`src/rtl/sm_pkg.sv`:
```
// Shared-memory subsystem types: address/length widths, the read command and the reader FSM encoding.
package sm_pkg;

   localparam int SM_ADDR_W = 10;
   localparam int SM_LEN_W  = 16;

   typedef struct packed {
      logic [SM_ADDR_W-1:0] addr;
      logic [SM_LEN_W-1:0]  len;
   } sm_cmd_t;

   typedef enum logic {
      RD_IDLE,
      RD_READ
   } sm_rd_state_t;

endpackage

```
`src/rtl/sm_rd_fifo.sv`:
```
// Show-ahead FIFO for the reader output path; the head entry is visible whenever valid_o is high.
module sm_rd_fifo #(
   parameter int WIDTH = 32,
   parameter int DEPTH = 8
) (
   input  logic                     clk_i,
   input  logic                     rst_i,
   input  logic                     wr_en_i,
   input  logic [WIDTH-1:0]         wr_data_i,
   input  logic                     rd_en_i,
   output logic [WIDTH-1:0]         rd_data_o,
   output logic                     valid_o,
   output logic [$clog2(DEPTH):0]   used_o
);

   localparam int PTR_W = $clog2(DEPTH);

   logic [WIDTH-1:0] mem_q [DEPTH];
   logic [PTR_W-1:0] wr_ptr_q;
   logic [PTR_W-1:0] rd_ptr_q;
   logic [PTR_W:0]   used_q;

   // Writer never overruns: the reader only issues reads it has space reserved for.
   always_ff @(posedge clk_i) begin
      if (wr_en_i) mem_q[wr_ptr_q] <= wr_data_i;
   end

   always_ff @(posedge clk_i) begin
      if (rst_i) begin
         wr_ptr_q <= '0;
         rd_ptr_q <= '0;
         used_q   <= '0;
      end else begin
         if (wr_en_i) wr_ptr_q <= wr_ptr_q + PTR_W'(1);
         if (rd_en_i) rd_ptr_q <= rd_ptr_q + PTR_W'(1);
         case ({wr_en_i, rd_en_i})
            2'b10:   used_q <= used_q + (PTR_W+1)'(1);
            2'b01:   used_q <= used_q - (PTR_W+1)'(1);
            default: used_q <= used_q;
         endcase
      end
   end

   assign rd_data_o = mem_q[rd_ptr_q];
   assign valid_o   = (used_q != '0);
   assign used_o    = used_q;

endmodule

```
`src/rtl/sm_pkt_reader.sv`:
```
// Shared-memory packet reader: one command in, one Avalon-ST packet out.
// Optional SM_PKT_READER_STATS_EN adds saturating packet and zero-length-command counters.
//
//   state   | meaning
//   RD_IDLE | ready for a command; len==0 commands are consumed here
//   RD_READ | issuing word reads under FIFO credit; leaves on the last read
module sm_pkt_reader
   import sm_pkg::*;
#(
   parameter int AST_DATA_W  = 32,
   parameter int AST_EMPTY_W = (AST_DATA_W/8)-1,
   parameter int RD_LATENCY  = 2,
   parameter int FIFO_DEPTH  = 8
) (
   input  logic                   clk_i,
   input  logic                   rst_i,
   input  sm_cmd_t                sm_cmd_data_i,
   input  logic                   sm_cmd_valid_i,
   output logic                   sm_cmd_ready_o,
   output logic                   mem_rd_en_o,
   output logic [SM_ADDR_W-1:0]   mem_rd_addr_o,
   input  logic [AST_DATA_W-1:0]  mem_rd_data_i,
   input  logic                   ast_src_ready_i,
   output logic                   ast_src_valid_o,
   output logic [AST_DATA_W-1:0]  ast_src_data_o,
   output logic                   ast_src_sop_o,
   output logic                   ast_src_eop_o,
   output logic [AST_EMPTY_W-1:0] ast_src_empty_o
`ifdef SM_PKT_READER_STATS_EN
   ,
   output logic [31:0]            stat_pkt_cnt_o,
   output logic [15:0]            stat_zero_len_o
`endif
);

   localparam int BYTES = AST_DATA_W/8;
   localparam int CNT_W = $clog2(FIFO_DEPTH) + 1;
   localparam int TAG_W = 2 + AST_EMPTY_W;
   localparam logic [SM_LEN_W:0] BYTES_L = (SM_LEN_W+1)'(BYTES);

   sm_rd_state_t state_q, state_d;

   logic [SM_ADDR_W-1:0]   addr_q;
   logic [SM_LEN_W:0]      words_left_q;
   logic [AST_EMPTY_W-1:0] last_empty_q;
   logic                   first_q;
   logic [CNT_W-1:0]       inflight_q;
   logic [TAG_W-1:0]       pipe_q [RD_LATENCY];
   logic [RD_LATENCY-1:0]  pipe_v_q;

   logic                   cmd_fire;
   logic                   rd_issue;
   logic                   last_word;
   logic [SM_LEN_W:0]      len_ext;
   logic [SM_LEN_W:0]      words_full;
   logic [CNT_W-1:0]       fifo_used;
   logic                   fifo_valid;
   logic                   fifo_pop;
   logic [AST_DATA_W+TAG_W-1:0] fifo_head;

   assign cmd_fire   = sm_cmd_valid_i & sm_cmd_ready_o;
   assign rd_issue   = mem_rd_en_o;
   assign last_word  = (words_left_q == (SM_LEN_W+1)'(1));
   assign len_ext    = {1'b0, sm_cmd_data_i.len};
   assign words_full = (len_ext + BYTES_L - (SM_LEN_W+1)'(1)) / BYTES_L;

   always_ff @(posedge clk_i) begin
      if (rst_i) state_q <= RD_IDLE;
      else       state_q <= state_d;
   end

   always_comb begin
      state_d = state_q;
      case (state_q)
         RD_IDLE: if (cmd_fire && sm_cmd_data_i.len != '0) state_d = RD_READ;
         RD_READ: if (rd_issue && last_word)               state_d = RD_IDLE;
         default: state_d = RD_IDLE;
      endcase
   end

   // Credit: words already buffered plus reads still in the memory pipe must fit the FIFO.
   always_comb begin
      sm_cmd_ready_o = 1'b0;
      mem_rd_en_o    = 1'b0;
      case (state_q)
         RD_IDLE: sm_cmd_ready_o = ~rst_i;
         RD_READ: mem_rd_en_o = (words_left_q != '0) &&
                     (({1'b0, fifo_used} + {1'b0, inflight_q}) < (CNT_W+1)'(FIFO_DEPTH));
         default: ;
      endcase
   end

   always_ff @(posedge clk_i) begin
      if (rst_i) begin
         addr_q       <= '0;
         words_left_q <= '0;
         last_empty_q <= '0;
         first_q      <= 1'b0;
         inflight_q   <= '0;
         pipe_v_q     <= '0;
         for (int k = 0; k < RD_LATENCY; k++) pipe_q[k] <= '0;
      end else begin
         if (cmd_fire) begin
            addr_q       <= sm_cmd_data_i.addr;
            words_left_q <= words_full;
            last_empty_q <= AST_EMPTY_W'((BYTES_L - (len_ext % BYTES_L)) % BYTES_L);
            first_q      <= 1'b1;
         end else if (rd_issue) begin
            addr_q       <= addr_q + SM_ADDR_W'(1);
            words_left_q <= words_left_q - (SM_LEN_W+1)'(1);
            first_q      <= 1'b0;
         end
         case ({rd_issue, pipe_v_q[RD_LATENCY-1]})
            2'b10:   inflight_q <= inflight_q + CNT_W'(1);
            2'b01:   inflight_q <= inflight_q - CNT_W'(1);
            default: inflight_q <= inflight_q;
         endcase
         pipe_v_q[0] <= rd_issue;
         pipe_q[0]   <= {first_q, last_word, last_word ? last_empty_q : AST_EMPTY_W'(0)};
         for (int k = 1; k < RD_LATENCY; k++) begin
            pipe_v_q[k] <= pipe_v_q[k-1];
            pipe_q[k]   <= pipe_q[k-1];
         end
      end
   end

   assign fifo_pop = fifo_valid & ast_src_ready_i;

   sm_rd_fifo #(
      .WIDTH (AST_DATA_W + TAG_W),
      .DEPTH (FIFO_DEPTH)
   ) u_fifo (
      .clk_i     (clk_i),
      .rst_i     (rst_i),
      .wr_en_i   (pipe_v_q[RD_LATENCY-1]),
      .wr_data_i ({mem_rd_data_i, pipe_q[RD_LATENCY-1]}),
      .rd_en_i   (fifo_pop),
      .rd_data_o (fifo_head),
      .valid_o   (fifo_valid),
      .used_o    (fifo_used)
   );

   assign mem_rd_addr_o   = addr_q;
   assign ast_src_valid_o = fifo_valid;
   assign ast_src_data_o  = fifo_valid ? fifo_head[TAG_W +: AST_DATA_W] : '0;
   assign ast_src_sop_o   = fifo_valid & fifo_head[TAG_W-1];
   assign ast_src_eop_o   = fifo_valid & fifo_head[TAG_W-2];
   assign ast_src_empty_o = fifo_valid ? fifo_head[AST_EMPTY_W-1:0] : '0;

`ifdef SM_PKT_READER_STATS_EN
   always_ff @(posedge clk_i) begin
      if (rst_i) begin
         stat_pkt_cnt_o  <= '0;
         stat_zero_len_o <= '0;
      end else begin
         if (fifo_pop && ast_src_eop_o && stat_pkt_cnt_o != '1)
            stat_pkt_cnt_o <= stat_pkt_cnt_o + 32'd1;
         if (cmd_fire && sm_cmd_data_i.len == '0 && stat_zero_len_o != '1)
            stat_zero_len_o <= stat_zero_len_o + 16'd1;
      end
   end
`endif

endmodule
```
`config.mk`:
```
export PLATFORM = sky130hd
export DESIGN_NAME = sm_pkt_reader
export DESIGN_NICKNAME = d
export VERILOG_FILES = /design/src/rtl/sm_pkg.sv /design/src/rtl/sm_rd_fifo.sv /design/src/rtl/sm_pkt_reader.sv
export SDC_FILE = /design/constraint.sdc
export NUM_CORES = 1
export LEC_CHECK = 0
export ABC_CLOCK_PERIOD_IN_PS = 3280
export CAP_MARGIN = 15
export CORE_ASPECT_RATIO = 0.8
export CORE_MARGIN = 2
export CORE_UTILIZATION = 35
export CTS_CLUSTER_DIAMETER = 60
export DETAILED_ROUTE_END_ITERATION = 12
export PLACE_DENSITY = 0.52
export SETUP_SLACK_MARGIN = 0.4
export SYNTH_ARGS = -nofsm -noshare
export SYNTH_HDL_FRONTEND = slang
export SYNTH_HIERARCHICAL = 1
export SYNTH_SLANG_ARGS = --single-unit
```
`constraint.sdc`:
```
create_clock -name clk_i -period 3.28 [get_ports clk_i]
set_input_delay 0.492 -clock clk_i [delete_from_list [all_inputs] [get_ports clk_i]]
set_output_delay 0.492 -clock clk_i [all_outputs]
set_load 0.02 [all_outputs]
```
# After elaboration in Yosys (flattened, before gate mapping)
# Memories as Yosys holds them, arrays and structs flattened. A register that Yosys moved wholly into a read port is not among the register bits.
# Cells that the tools add are included.
dict set report totals {
  output_inout_bits 50
  ff_bits 47
  memories 2
  mem_bits_rw 306
  word_cells 74
  in_bits 62
}
# name words width read_ports rd_clocked_by_memory_dff write_ports line_no
set mem_list {}
lappend mem_list {u_fifo.mem_q 8 37 1 1 1 sm_rd_fifo.sv:18} ;# logic [WIDTH-1:0] mem_q [DEPTH];
lappend mem_list {pipe_q 2 5 2 0 2 sm_pkt_reader.sv:48} ;# logic [TAG_W-1:0] pipe_q [RD_LATENCY];
dict set report op_classes {
  n_reduce_logical 10
  n_mux 25
  n_bitwise 8
  n_eq_ne 5
  n_lt_le_gt_ge 1
  addsub 12
}
# cell n
set ops {}
lappend ops {{$sub 17x1->17 const B} 2}
lappend ops {{$mux 32} 1}
lappend ops {{$mux 15} 2}
lappend ops {{$mux 10} 2}
lappend ops {{$add 16x3->17 const B} 1}
lappend ops {{$eq 17x1->1 const B} 1}
lappend ops {{$reduce_bool 17->1} 1}
lappend ops {{$pmux 4 s2} 2}
lappend ops {{$reduce_bool 16->1} 1}
lappend ops {{$mux 1} 11}
lappend ops {{$add 10x1->10 const B} 1}
lappend ops {{$mux 5} 2}
lappend ops {{$mux 3} 3}
lappend ops {{$add 4x1->4 const B} 2}
lappend ops {{$sub 4x1->4 const B} 2}
lappend ops {{$add 3x1->3 const B} 2}
lappend ops {{$reduce_bool 2->1} 3}
lappend ops {{$add 4x4->5} 1}
lappend ops {{$lt 5x4->1 const B} 1}
lappend ops {{$and 1x1->1} 4}
lappend ops {{$eq 2x1->1 const B} 2}
lappend ops {{$eq 2x2->1 const B} 2}
lappend ops {{$reduce_bool 4->1} 1}
lappend ops {{$logic_and 1x1->1} 3}
lappend ops {{6 further kinds} 8}

# Depth between registers and ports, before layout
# Gate-level depths: netlist of the first run.
dict set report logic_depth {
  depth_word 7
  depth_mapped 13
  ltp_nobuf 12
}

# Cells and area by module
# The synthesis of the first run kept the hierarchy.
# module cells_each seq_area_each_um2 n_inst area_per_inst_um2
set modules_own_cells {}
lappend modules_own_cells {sm_rd_fifo 496 9148.8 1 11723.7}
lappend modules_own_cells {sm_pkt_reader 347 900.9 1 2905.3}

# Worst setup path before layout of the first run
# OpenSTA, ideal clock, no wires.
dict set report synth_timing {
  kind {register to register}
  startpoint {reg pipe_v_q[1]}
  endpoint {mem u_fifo/mem_q[0][0] in the netlist's numbering (enable)}
  arrival_ns 3.106
  synth_period_minus_slack_ns 3.583
  setup_time_ns 0.477
  required_time_ns 2.803
  path_buffers 0
  setup_slack_ns -0.303
  path_stages_with_launch 3
  path_cell_list {dfxtp_1 > nand2b_1 > nor3_1}
}
dict set report synth_between {
  elab_chain_len 2
}
# element line_no
set synth_lines {}
lappend synth_lines {{start: declaration} sm_pkt_reader.sv:49} ;# logic [RD_LATENCY-1:0] pipe_v_q;
lappend synth_lines {{start signal: indexed assignment} sm_pkt_reader.sv:121} ;# pipe_v_q[k] <= pipe_v_q[k-1];
lappend synth_lines {{$mux 1} sm_rd_fifo.sv:25} ;# if (wr_en_i) mem_q[wr_ptr_q] <= wr_data_i;
lappend synth_lines {{$mux 1 (implied by the code)} sm_rd_fifo.sv:25}
lappend synth_lines {{end: declaration} sm_rd_fifo.sv:18}
# No other way between the ends.

==> results.md, run 1 <==
* Status: finished, final reports clean
* Number of setup violations in the final report at 0
* Worst path most repeated cell: buf_12
* XOR/XNOR Fraction of Synth Area at under 10%
* # placed instances at around 1,500
* Total track usage at between 10% and 20%
* Critical Path Max Stage Delay at approximately 0.50 ns
* Worst Path Buf+Inv at 4
* Per-cell routed wire length at roughly 21 µm
* Internal Pwr Total at 9.318 mW
* Slowest CP cell: mux4_2
* Clock Tree Root: clkbuf_16
* Post-route minimum period at 2.856 ns
* Top Ports at 112
* Slew @ Worst Pin at between 0.7 and 0.8 ns
* Max Root-Sink Buffers at 3
* IR drop worst, VDD at around 0.00032 V
* Met3 GRT Util at around 2.9%
* Diode count at 0
* Crit-path leading delay family: multiplexers
* Final wirelength at 33.15 mm
* Combinational Power Share at between 20% and 30%
* Mux cell area share after synthesis at ~15%
* Hold Path Cell Cnt at 1
* WP data required at about 2.8 ns
* Max_cap viols at 0
* Worst skew pair latency at approximately 0.52 ns
* Filler cells at ~3,600
* Register bit total from synthesis at approximately 350
* Synthesized area per cell at between 15 and 20 µm²
* Core footprint at just over 0.04 mm²
* Reg2Reg Depth at 11
* Post-synthesis sequential area ratio at just under 70%
* Layout cell share with drive strength beyond 1 at roughly 30%
* Min-Delay Path Class: flop to flop
* Ys Warns at 6
* Chip width at approximately 230 µm
* Met2 Use GR at 22.41%
* H-tree levels at 2
* DIE HEIGHT at approximately 190 µm
* Hold Slack at approximately 0.44 ns
* Detailed Routing Iterations Pass 1 at 4
* Sequential Power Share at 40.3%
* CP Cell Sequence: buf_12, buf_12, clkbuf_16, mux4_2, mux2_4, and2_4, buf_6
* Vias per inst at roughly 5
* Worst Path Arrival at between 2 and 2.5 ns
* Initial core utilization at 35.72%
* Mapped cell area at ~0.015 mm²
* Asr flop ratio synth at 0%
* Fin worst setup slack at ~0.42 ns
* Fin nets at between 1,000 and 1,500
* Slew headroom at between 40% and 50%
* Simple-Gate Fraction of Synth Area at between 8 and 9%
* Area of the die at 0.04346 mm²
* Static Leakage at about 6.1 nW
* Synth Area in Adders at under 10%
* Via count at between 7,000 and 8,000
* Clock Sinks at 354
* Global route hottest layer: met1
* CP Launch Type: flop
* Area growth syn-to-layout at 25.80%
* Worst-path clk slew at ~0.06 ns
* Largest family of logic cells by synthesized area: multiplexers
* Rows at 66
* Congestion Overflow GR at 0
* Setup Skew at around 0.018 ns
* Crit Path Class: flop to output pin
* Initial antenna violation count at 1
* Num CTS Buffers at 38
* Dpl hpwl at 18.09 mm
* Slew Limit Fails at 0
* Clock share of power at approximately a third
* Non-Filler Instances at roughly 1,600
* Antenna Nets Post-Route at 0
* Post-synth EDFFs at 296
* Vias in the first global route at 8,111
* Synth Instances at 843
* Global-route wire length before repair at 50.31 mm
* Drt drc at 0
* Register area at around 0.010 mm²
* Sw frac at between 20% and 30%
* Pwr/cell area at slightly below 700 mW/mm²
* Setup_tns at 0 ns
* Grt met1 use at about a quarter
* Switching power at about 3.3 mW
* F_max at approximately 350 MHz
* Period utilization at between 80% and 90%
* Final hold vios at 0
* Routability Congestion at roughly 0.74
* Footprint of the multi-input gates at about 0.0046 mm²
* Pre-CTS setup slack at approximately 0.4 ns
* Critical Path End Type: output pin
* Largest net degree at the start of global routing at 51
* RSZ-0062 raised after global routing: true
* Compound-cell area share of the yosys netlist at 3.216%
* Port Buffers at approximately 110
* Initial drt markers at 555
* Critical Path Stages at 7
* Main flop type after synthesis: edfxtp_1
* Synth unique cells at 66
* CTS tree: yes
* Crit Path Max Fanout at 4
flip-flops by register name, indices dropped and copies added (netlist names), named ones only:
register         cells
u_fifo/used_o        4
pipe_q               8
first_q              1
u_fifo/rd_ptr_q      3
last_empty_q         2
state_q              1
words_left_q        17
pipe_v_q             2
mem_rd_addr_o       10
u_fifo/wr_ptr_q      3
inflight_q           4
u_fifo/mem_q       296
through the flow:
| stage | cell area [µm²] | util, % | power [mW] |
|---|---|---|---|
| 5_1_grt | 18400 | 44.93 | 13.16 |
| 3_3_place_gp | 16550 | 40.41 | 7.729 |
| 3_5_place_dp | 16550 | 40.41 | 7.743 |
| 2_1_floorplan | 14670 | - | 6.821 |
| 6_report | 18400 | 44.93 | 12.61 |
| 4_1_cts | 17940 | 43.79 | 12.31 |
logic make-up (layout without fill, tap and decap cells):
logic type / count (synthesis) / after routing
multiplexers: 118 / 118
AO/OA/AOI/OAI: 67 / 67
buffers and inverters: 52 / 236
other: 1 / 8
adder cells (fa/ha/maj): 17 / 17
XOR/XNOR: 33 / 33
flip-flops: 354 / 354
AND/OR/NAND/NOR: 201 / 201
worst paths after layout:
| path | startpoint | end | slack, ns |
|---|---|---|---|
| worst max-delay path | flop | ast_src_data_o[22] | 0.42 |
| worst min-delay path | pipe_q[0][0] | pipe_q[0][5] | 0.44 |
| worst max register to register | inflight_q[3] | inflight_q[3] | 0.64 |
| worst min register to register | pipe_q[0][0] | pipe_q[0][5] | 0.44 |
layout make-up:
type	count	area share, %
clock inverter	20	1.163
tap	544	3.699
inverter	12	0.2584
timing repair buffer	155	9.811
clock buffer	49	5.670
sequential	354	54.66
multi-input combinational	444	24.73
cell usage after synthesis (2+ instances only):
| master | instances | area [µm²] |
|---|---|---|
| edfxtp_1 | 296 | 8889 |
| mux4_2 | 74 | 1667 |
| dfxtp_1 | 58 | 1161 |
| nor2_1 | 48 | 180.2 |
| and2_1 | 42 | 262.8 |
| mux2_2 | 38 | 427.9 |
| nand2_1 | 26 | 97.59 |
| a21oi_1 | 19 | 95.09 |
| clkbuf_1 | 19 | 71.32 |
| xor2_1 | 17 | 148.9 |
| ha_1 | 16 | 200.2 |
| xnor2_1 | 16 | 140.1 |
| nor3_1 | 13 | 65.06 |
| inv_1 | 11 | 41.29 |
| nand4_1 | 9 | 56.30 |
| o21ai_0 | 9 | 45.04 |
| a211oi_1 | 8 | 60.06 |
| buf_6 | 8 | 90.09 |
| nor2b_1 | 8 | 50.05 |
| nor4_1 | 8 | 50.05 |
| and3_1 | 7 | 43.79 |
| buf_2 | 7 | 35.03 |
| a311oi_1 | 6 | 52.55 |
| buf_1 | 6 | 22.52 |
| nand2b_1 | 6 | 37.54 |
| nor4_2 | 6 | 75.07 |
| mux2i_1 | 5 | 50.05 |
| nand3_1 | 4 | 20.02 |
| nor4b_1 | 4 | 35.03 |
| or3_1 | 4 | 25.02 |
| a211o_1 | 2 | 17.52 |
| a21o_1 | 2 | 15.01 |
| a22oi_1 | 2 | 15.01 |
| and4_1 | 2 | 17.52 |
| nor3b_1 | 2 | 15.01 |
| nor4b_2 | 2 | 30.03 |
| o21a_1 | 2 | 15.01 |
| o311ai_0 | 2 | 17.52 |
| or2_2 | 2 | 12.51 |
power groups by stage:
stage / combinational (mW) / sequential [mW] / clock [mW]
finish: 3.22 / 5.08 / 4.31
global route: 3.46 / 5.09 / 4.61
CTS: 2.79 / 5.08 / 4.44
detailed placement: 2.56 / 5.18 / 0
global placement: 2.55 / 5.18 / 0
floorplan: 1.68 / 5.14 / 0
cells in the final DEF, fill, tap and decap left out, drive strengths merged, types with 12 or more instances in the layout:
master / synthesis / layout
buf: 21 / 79
a21oi: 19 / 19
nor4: 15 / 15
nor2: 48 / 48
mux2: 39 / 39
and2: 42 / 42
clkinv: 0 / 12
clkdlybuf4s50: 0 / 71
edfxtp: 296 / 296
dfxtp: 58 / 58
nand2: 27 / 27
xor2: 17 / 17
mux4: 74 / 74
xnor2: 16 / 16
clkbuf: 19 / 52
nor3: 14 / 14
inv: 12 / 16
ha: 16 / 16
layer usage:
metal  share of wire, %  routed length, µm
met1                 50              16430
met2                 45              14890
met5              0.036                 12
met3                4.1               1344
met4                1.4                472
timing repair:
| action | 4_1_cts | 5_1_grt |
|---|---|---|
| endpoints found under the setup margin | 39 | 30 |
| buffers inserted | 8 | 7 |
| cloned | 6 | 3 |
| pin swaps | 0 | 0 |
| hold buffers | 0 | 0 |
| gates resized for setup | 170 | 99 |
No activity file was read; power rests on OpenSTA's default activity.
==> inputs of run 2 (changes only) <==
--- a/config.mk
+++ b/config.mk
@@ -13,7 +13,6 @@
 export CTS_CLUSTER_DIAMETER = 60
 export DETAILED_ROUTE_END_ITERATION = 12
 export PLACE_DENSITY = 0.52
-export SETUP_SLACK_MARGIN = 0.4
 export SYNTH_ARGS = -nofsm -noshare
 export SYNTH_HDL_FRONTEND = slang
 export SYNTH_HIERARCHICAL = 1
==> results.md, run 2 (synthesized netlist as in run 1, its figures left out) <==
* Antenna Nets Post-Route at 0
* Setup Skew at about 0.017 ns
* Num CTS Buffers at 38
* CTS tree: yes
* Routability Congestion at approximately 0.74
* Status: finished, final reports clean
* Crit Path Class: flop to output pin
* Critical Path End Type: output pin
* Internal Pwr Total at 8.770 mW
* Initial drt markers at about 520
* Worst skew pair latency at around 0.52 ns
* Total track usage at between 10% and 20%
* Sequential Power Share at between 40% and 50%
* Final Power at about 12 mW
* Top Ports at around 110
* Layout cell share with drive strength beyond 1 at about 22%
* Slowest CP cell: clkdlybuf4s50_1
* Vias per inst at around 5
* Top Layer Used: met5
* Combinational Power Share at about a fifth
* Critical Path Stages at 5
* Hold Path Cell Cnt at 1
* Sw frac at between 20% and 30%
* # placed instances at between 1,000 and 1,500
* Max Root-Sink Buffers at 3
* Via count at about 8,000
* Most frequent cells in the layout: edfxtp_1, mux4_2, clkdlybuf4s50_1, dfxtp_1
* Per-cell routed wire length at 20.51 µm
* Switching power at 3.079 mW
* Number of setup violations in the final report at 0
* Hold Buf Count CTS at 0
* Clock Tree Root: clkbuf_16
* Crit Path Max Fanout at 18
* Routed length on met3 at 1.365 mm
* Reg2Reg Depth at 11
* Worst Path Arrival at between 2 and 3 ns
* Filler cells at about 3,700
* Initial antenna violation count at 2
* Port Buffers at 111
* Met2 WL at around 14 mm
* IR drop worst, VDD at between 0.0003 and 0.0004 V
* Global-route wire length before repair at 49.31 mm
* Max_cap viols at 0
* Vias in the first global route at ~8,100
* Leading cell type in the layout, fill and taps excluded: edfxtp_1
* Min-Delay Path Class: flop to flop
* Top reg by flops: u_fifo/mem_q
* Final hold vios at 0
* Dpl hpwl at 18.09 mm
* Slew @ Worst Pin at 0.7584 ns
* Slew headroom at around 49%
* DIE HEIGHT at ~190 µm
* Period utilization at 98.18%
* Wl on met1 at approximately 16 mm
* Max reg flops at slightly below 300
* Non-Filler Instances at 1,559
* Fin nets at approximately 1,100
* F_max at between 300 and 400 MHz
* CP Cell Sequence: bufbuf_16, mux4_2, mux2_2, and2_1, clkdlybuf4s50_1
* Worst Path Buf+Inv at 2
* Rows at between 60 and 70
* Clock share of power at ~36%
* Register area at about 0.01 mm²
* CP Launch Type: flop
* Slew Limit Fails at 0
* RSZ-0062 raised after global routing: true
* WP data required at ~2.8 ns
* Drt drc at 0
* Footprint of the multi-input gates at ~0.0044 mm²
* Post-route minimum period at 3.220 ns
* Core footprint at approximately 0.041 mm²
* Clock Sinks at between 300 and 400
* Crit-path leading delay family: buffers and inverters
* Pwr/cell area at about 660 mW/mm²
* H-tree levels at 2
* Critical Path Max Stage Delay at around 0.53 ns
* Congestion Overflow GR at 0
* Worst-path clk slew at ~0.060 ns
* Area growth syn-to-layout at 22.19%
* Chip width at about 230 µm
* Detailed Routing Iterations Pass 1 at 4
* Final wirelength at approximately 32 mm
* Static Leakage at around 6 nW
* Area of the die at 0.04346 mm²
* Initial core utilization at between 30% and 40%
* Largest net degree at the start of global routing at around 50
## run 2: cell count changes in the layout (fill, tap and decap cells not counted), sizes merged
cell,change
dlymetal6s2s,+8
buf,-56
diode,+2
clkbuf,-3
clkdlybuf4s50,+2
clkdlybuf4s15,-1
bufbuf,+1
dlygate4sd2,+28
## run 2: metal layers
metal  GRT usage (%)  up-vias
li1                -     3599
met1           22.74     4016
met2           21.99      136
met3           2.881       38
met4           3.479        2
met5               0        -
## run 2: power by group through the flow
| stage | clock [mW] | combinational (mW) | sequential [mW] |
|---|---|---|---|
| 6_report | 4.30 | 2.48 | 5.08 |
| 5_1_grt | 4.61 | 2.70 | 5.09 |
| 4_1_cts | 4.44 | 2.57 | 5.07 |
| 3_5_place_dp | 0 | 2.56 | 5.18 |
| 3_3_place_gp | 0 | 2.55 | 5.18 |
| 2_1_floorplan | 0 | 1.68 | 5.14 |
## run 2: area by class of cell
type                            count  share of cell area, %
Tap cell                          544                  3.808
Clock inverter                     20                  1.197
Sequential cell                   354                  56.27
Inverter                           12                 0.2520
Timing Repair Buffer              134                  7.937
Multi-Input combinational cell    444                  24.67
Antenna cell                        2                0.02800
Clock buffer                       49                  5.837
## run 2: repair_timing
action                     CTS  global route
hold endpoints to repair     0             0
buffers inserted             2             0
setup endpoints to repair   35            11
gates resized for setup     30            10
cloned                       1             0
## run 2: worst reg2reg max path, cell delays in order, from the launching register on
cell	delay (ns)
dfxtp_1	0.32
ha_1	0.32
nor4b_4	0.30
o21a_1	0.28
nand2_2	0.08
ha_1	0.24
ha_1	0.28
a21o_1	0.18
a21oi_1	0.16
xnor2_1	0.09
or3_1	0.30
a21oi_1	0.13
## run 2: worst paths after layout
kind / start / to / slack (ns)
max: flop / ast_src_data_o[23] / 0.06
min reg2reg: pipe_q[0][0] / pipe_q[0][5] / 0.44
min: pipe_q[0][0] / pipe_q[0][5] / 0.44
max reg2reg: inflight_q[3] / inflight_q[3] / 0.52
## run 2: stage by stage
stage / worst slack [ns] / setup TNS [ns] / cell area (µm²) / util [%] / hold slack [ns]
2_1_floorplan: 0.5080 / 0 / 14670 / - / 0.4138
3_3_place_gp: 0.4232 / 0 / 16550 / 40.41 / 0.4370
3_5_place_dp: 0.3999 / 0 / 16550 / 40.41 / 0.4330
4_1_cts: 0.001557 / 0 / 17850 / 43.57 / 0.4392
5_1_grt: -0.05233 / -0.05233 / 17870 / 43.63 / 0.4633
6_report: 0.05954 / 0 / 17880 / 43.64 / 0.4397
